<file path="config.mk">
export PLATFORM = sky130hd
export DESIGN_NAME = spi_flash_responder
export DESIGN_NICKNAME = d
export VERILOG_FILES = /design/src/rtl/spi_flash_responder.sv
export SDC_FILE = /design/constraint.sdc
export NUM_CORES = 1
export LEC_CHECK = 0
export BUFFER_PORTS_ARGS = -buffer_cell sky130_fd_sc_hd__buf_2
export CAP_MARGIN = 0
export CORE_ASPECT_RATIO = 0.8
export CORE_UTILIZATION = 27
export DETAILED_ROUTE_END_ITERATION = 8
export SYNTH_ARGS = -nofsm -noshare
export SYNTH_HDL_FRONTEND = slang
export SYNTH_SLANG_ARGS = --single-unit
</file>
<file path="constraint.sdc">
create_clock -name clock -period 2.3 [get_ports clock]
set_input_delay 0.23 -clock clock [delete_from_list [all_inputs] [get_ports clock]]
set_output_delay 0.23 -clock clock [all_outputs]
set_load 0.01 [all_outputs]
</file>
<file path="src/rtl/spi_flash_responder.sv">
// SPI-flash READ responder (mode 0, MSB-first): oversamples the SPI pins, decodes 0x03 + address,
// fetches little-endian words over a req/ack port and streams them out on MISO with one-word prefetch.
module spi_flash_responder #(
  parameter int         SYNC_STAGES = 2,
  parameter logic [7:0] CMD_READ    = 8'h03,
  parameter int         ADDR_W      = 24
) (
  input  logic              clock,
  input  logic              reset,
  input  logic              spi_sck,
  input  logic              spi_ss,
  input  logic              spi_mosi,
  output logic              spi_miso,
  output logic              mem_req,
  output logic [ADDR_W-1:0] mem_addr,
  input  logic              mem_ack,
  input  logic [31:0]       mem_rdata,
  output logic              busy,
  output logic              underrun
);

  localparam int CNT_W = (ADDR_W > 32) ? $clog2(ADDR_W) : 5;

  typedef enum logic [2:0] {IDLE, CMD, ADDR, DATA, IGNORE} state_t;

  logic [SYNC_STAGES-1:0] sck_sync_reg;
  logic [SYNC_STAGES-1:0] ss_sync_reg;
  logic [SYNC_STAGES-1:0] mosi_sync_reg;
  logic                   sck_s;
  logic                   ss_s;
  logic                   mosi_s;
  logic                   sck_prev_reg;
  logic                   sck_rise;
  logic                   sck_fall;

  state_t            state_reg;
  logic [CNT_W-1:0]  bit_cnt_reg;
  logic [ADDR_W-1:0] shift_in_reg;
  logic [ADDR_W-1:0] shift_in_next;
  logic [31:0]       shift_out_reg;
  logic [31:0]       buf_reg;
  logic              buf_valid_reg;
  logic              stale_reg;
  logic              want_reg;
  logic [ADDR_W-1:0] want_addr_reg;

  logic [31:0]       load_word;
  logic              load_now;
  logic              issue_now;
  logic              req_free;
  logic [ADDR_W-1:0] issue_addr;

  // SS synchronizer resets to "deselected" so busy is low out of reset.
  always_ff @(posedge clock or negedge reset) begin
    if (!reset) begin
      sck_sync_reg  <= '0;
      ss_sync_reg   <= '1;
      mosi_sync_reg <= '0;
    end else begin
      sck_sync_reg  <= {sck_sync_reg[SYNC_STAGES-2:0], spi_sck};
      ss_sync_reg   <= {ss_sync_reg[SYNC_STAGES-2:0], spi_ss};
      mosi_sync_reg <= {mosi_sync_reg[SYNC_STAGES-2:0], spi_mosi};
    end
  end

  assign sck_s  = sck_sync_reg[SYNC_STAGES-1];
  assign ss_s   = ss_sync_reg[SYNC_STAGES-1];
  assign mosi_s = mosi_sync_reg[SYNC_STAGES-1];
  assign busy   = ~ss_s;

  always_comb begin
    sck_rise      = sck_s & ~sck_prev_reg;
    sck_fall      = ~sck_s & sck_prev_reg;
    shift_in_next = {shift_in_reg[ADDR_W-2:0], mosi_s};
    load_now      = !ss_s && (state_reg == DATA) && sck_fall && (bit_cnt_reg == '0);
    // Byte 0 goes out first, each byte MSB first.
    load_word     = buf_valid_reg ? {buf_reg[7:0], buf_reg[15:8], buf_reg[23:16], buf_reg[31:24]} : 32'h0;
    req_free      = !mem_req || mem_ack;
    issue_now     = 1'b0;
    issue_addr    = mem_addr + ADDR_W'(4);
    if (!ss_s && (state_reg == ADDR) && sck_rise && (bit_cnt_reg == CNT_W'(ADDR_W-1))) begin
      issue_now  = 1'b1;
      issue_addr = {shift_in_next[ADDR_W-1:2], 2'b00};
    end else if (load_now && (buf_valid_reg || (!mem_req && !want_reg))) begin
      // After an underrun with a fetch still in flight, that fetch fills the next slot instead.
      issue_now = 1'b1;
    end
  end

  always_ff @(posedge clock or negedge reset) begin
    if (!reset) begin
      state_reg     <= IDLE;
      bit_cnt_reg   <= '0;
      shift_in_reg  <= '0;
      shift_out_reg <= '0;
      buf_reg       <= '0;
      buf_valid_reg <= 1'b0;
      stale_reg     <= 1'b0;
      want_reg      <= 1'b0;
      want_addr_reg <= '0;
      sck_prev_reg  <= 1'b0;
      spi_miso      <= 1'b1;
      mem_req       <= 1'b0;
      mem_addr      <= '0;
      underrun      <= 1'b0;
    end else begin
      sck_prev_reg <= sck_s;
      underrun     <= 1'b0;

      if (mem_req && mem_ack) begin
        mem_req   <= 1'b0;
        stale_reg <= 1'b0;
        if (!stale_reg && !ss_s) begin
          buf_reg       <= mem_rdata;
          buf_valid_reg <= 1'b1;
        end
      end

      // A request that finds the port busy (stale fetch outstanding) is parked until it frees.
      if (issue_now) begin
        if (req_free) begin
          mem_req  <= 1'b1;
          mem_addr <= issue_addr;
        end else begin
          want_reg      <= 1'b1;
          want_addr_reg <= issue_addr;
        end
      end else if (want_reg && req_free && !ss_s) begin
        mem_req  <= 1'b1;
        mem_addr <= want_addr_reg;
        want_reg <= 1'b0;
      end

      if (ss_s) begin
        state_reg     <= IDLE;
        spi_miso      <= 1'b1;
        bit_cnt_reg   <= '0;
        buf_valid_reg <= 1'b0;
        want_reg      <= 1'b0;
        if (mem_req && !mem_ack) begin
          stale_reg <= 1'b1;
        end
      end else begin
        case (state_reg)
          IDLE: begin
            state_reg   <= CMD;
            bit_cnt_reg <= '0;
            spi_miso    <= 1'b1;
          end
          CMD: begin
            if (sck_rise) begin
              shift_in_reg <= shift_in_next;
              if (bit_cnt_reg == CNT_W'(7)) begin
                bit_cnt_reg <= '0;
                state_reg   <= (shift_in_next[7:0] == CMD_READ) ? ADDR : IGNORE;
              end else begin
                bit_cnt_reg <= bit_cnt_reg + CNT_W'(1);
              end
            end
          end
          ADDR: begin
            if (sck_rise) begin
              shift_in_reg <= shift_in_next;
              if (bit_cnt_reg == CNT_W'(ADDR_W-1)) begin
                bit_cnt_reg <= '0;
                state_reg   <= DATA;
              end else begin
                bit_cnt_reg <= bit_cnt_reg + CNT_W'(1);
              end
            end
          end
          DATA: begin
            if (sck_fall) begin
              if (load_now) begin
                spi_miso      <= load_word[31];
                shift_out_reg <= {load_word[30:0], 1'b0};
                if (buf_valid_reg) begin
                  buf_valid_reg <= 1'b0;
                end else begin
                  underrun <= 1'b1;
                end
              end else begin
                spi_miso      <= shift_out_reg[31];
                shift_out_reg <= {shift_out_reg[30:0], 1'b0};
              end
              bit_cnt_reg <= (bit_cnt_reg == CNT_W'(31)) ? '0 : bit_cnt_reg + CNT_W'(1);
            end
          end
          default: begin
            spi_miso <= 1'b1;
          end
        endcase
      end
    end
  end

endmodule
</file>
==> summary.txt <==
Drt
  – Max layer used: met4
  – Via Count: 5,589
  – Post-route DRC violation count: 0
  – DR vias/cell: 4.84
  – DR iter-0 viols: ~370
  – Final ANT Viol Nets: 0
  – WL met2: approximately 7.7 mm
  – Drt wl/cell: 15.6 um
  – Drt pass-1 iters: 5
  – Met3 routed WL: between 700 and 800 um
  – DRT met1 WL: roughly 9.4 mm
  – Final wirelength: between 15 and 20 mm

Timing
  – Max_slew headroom: around two thirds
  – Clock Skew: ~13 ps
  – RSZ-0062 raised after global routing: false
  – Setup_tns: 0 ps
  – Fin crit period: ~2100 ps
  – Period utilization: 92.1%
  – Actual slew at the worst max-slew pin: 482 ps
  – Fmax achieved: 0.472 GHz
  – Pins Over Slew Limit: 0
  – Final setup viols: 0
  – Final Hold Vio Count: 0

Clocking
  – Max clock buf depth: 2
  – Num CTS Buffers: 17
  – Worst-skew pair later-pin latency: 430 ps
  – CTS tree: done
  – Clock transition at path regs: about 60 ps
  – Root Buffer: clkbuf_16
  – Clk sinks: 155
  – H-tree depth: 4

Placement
  – Dpl cells: ~1,100
  – Post-DP HPWL: 11.8 mm
  – Port Buffers: between 60 and 70
  – Area of placed instances: approximately 0.0083 sq mm
  – Gpl congestion: slightly below 0.8

Yosys
  – Main flop type after synthesis: dfrtp_1
  – Post-synth ARST share: 100%
  – Synth Area per Inst: 10.4 sq um
  – YS warnings: 0
  – Post-synth top area cell: dfrtp_1
  – Post-Syn Instances: 710
  – Largest cells by area after synthesis: dfrtp_1 (51%), mux2_2 (8.8%), nand2_1 (4.0%)
  – Post-synth EDFFs: 0
  – Flop and latch count out of synthesis: 155
  – Area share of the largest cell type after synthesis: approximately half
  – Sequential area share after synthesis: a little over half
  – Post-Syn Area: between 0.007 and 0.008 sq mm
  – Most common cell in the netlist: dfrtp_1
  – Net count after synthesis: 752
  – Synth cell count leaders: dfrtp_1 (152), nand2_1 (79), mux2_2 (58)
  – Library cells used by synthesis: between 60 and 70

Floorplanning
  – Core area: around 0.027 sq mm
  – Starting Density: 27.8%
  – # IOs: 66
  – # rows: 53
  – Die Ht: roughly 150 um
  – Total die area: 0.0280 sq mm
  – Die Width: between 150 and 200 um

Finish
  – Diodes inserted: 0
  – Share of layout cells above drive strength 1: between 20% and 30%
  – Area grow syn2layout: 20.5%
  – Layout net count: 827
  – Final core utilization: about a third
  – Final instance area: slightly below 0.009 sq mm
  – Max reg flops: 32
  – Finished Layout Cells: between 1,000 and 1,500

Pwr
  – Leak pwr: 4.11 nW
  – Worst-case vdd ir drop: 520 uV
  – PD cells: 673 mW/mm^2

Critical path
  – Worst-path fanout max: 44
  – Slowest CP cell: dfrtp_1
  – WS Path Type: register to register
  – CP bufs+invs: 2
  – Worst Path Arrival: 2480 ps
  – Worst path max stage delay: approximately 400 ps
  – Worst Setup End Kind: register
  – Worst Path Required: 2660 ps
  – Crit path cell chain: inv_1 > ha_1 > nor4b_4 > o2111a_2 > o21ai_2 > buf_4 > a211oi_1 > a21o_1
  – Cell family with most CP delay: compound AO/OA/AOI/OAI gates
  – Worst setup SP type: register

GRT
  – Vias in the first global route: approximately 5,500
  – Initial antenna violation count: 0
  – First-pass GRT wire length: between 20 and 30 mm
  – Largest net degree at the start of global routing: 67
  – Overflow after GRT: 0
  – Gr usage total: between 10 and 15%

Flow run
  – Max_cap viols: 0

Run status
  – Outcome: completed

Worst hold path
  – Worst hold path class: input pin to register
==> layout by cell type, fill, tap and decap left out, types with 4 or more instances in the layout <==
cell type      synthesis  routed
nand2_1               79      79
clkbuf_16              0      17
xnor2_1                5       5
nor4_1                 9       9
a21o_1                 6       6
nor3_1                12      11
ha_1                   4       4
dlygate4sd3_1          0       5
buf_12                 0       5
inv_6                  0       4
a211oi_1               7       7
nor2_1                40      40
buf_2                 17      64
o21ai_1               16      15
mux2i_1               12      12
xor2_1                10      10
mux2_2                58      58
nand4_1                8       8
nor2b_1                4       4
clkinv_2               0       4
dfrtp_1              152     152
a22oi_1                5       5
a21oi_1               51      51
nand3_1               14      14
buf_4                  2      30
o21ai_0               53      53
and4_1                 5       5
a31oi_1               11      11
and3_1                34      34
inv_1                  8       8
o31ai_1                5       5
==> logic make-up (layout without fill, tap and decap cells) <==
family	after synthesis	in the layout	share of synthesized area, %
adders and majority gates	4	4	0.677
xor gates and xnor gates	15	15	1.78
buffers and inverters	57	145	3.42
DFF	155	155	52.5
and+or+nand+nor	224	224	15.7
AOI/OAI and AO/OA	185	185	15.4
muxes	70	70	10.5
==> stage by stage <==
stage	setup slack, ps	power (mW)	hold WS (ps)
final	182	5.99	33.3
after global routing	40.3	6.27	10.6
after CTS	134	6.10	6.04
after detailed placement	183	3.31	197
after global placement	222	3.30	199
after floorplan	329	3.12	-65.6
==> final timing paths <==
path | startpoint | to | slack (ps) | cells after the start
worst max-delay path | bit_cnt_reg[0] | want_addr_reg[8] | 180 | 8
worst min-delay path | mem_rdata[4] | buf_reg[4] | 30 | 2
worst max register to register | bit_cnt_reg[0] | want_addr_reg[8] | 180 | 8
worst min register to register | sck_sync_reg[0] | sck_sync_reg[1] | 350 | 0
max in group asynchronous | reset | spi_miso | 1260 | 3
min in group asynchronous | reset | mem_addr[9] | 310 | 2
==> timing repair <==
item,in CTS,in global routing
endpoints found under the setup margin,0,3
resized for setup,0,2
endpoints found under the hold margin,44,0
buffers inserted,0,2
hold buffers,5,0
==> cell type report <==
class	count	area, sq um
multi-input combinational	498	3270
clock inverter	15	140
fill	2703	17700
inverter	8	30.0
sequential	155	3880
timing repair buffer	105	707
clock buffer	17	425
tap	357	447
==> power by group <==
group | switching (mW) | internal [mW]
registers | 0.0841 | 2.81
clock network | 1.21 | 1.51
logic | 0.212 | 0.163
total | 1.51 | 4.48
==> per-layer routing <==
layer | track usage [%] | up-vias
met1 | 19.5 | 2757
li1 | - | 2720
met3 | 3.59 | 18
met2 | 19.3 | 94
met5 | 0 | -
met4 | 3.89 | 0
==> worst register-to-register path, delay by kind of cell (launching register included) <==
kind,cells,cell delay (ps)
AOI/OAI and AO/OA,4,810
adders and majority gates,1,170
buffers and inverters,2,380
DFF,1,400
and+or+nand+nor,1,300
(Power assumes the default switching activity.)
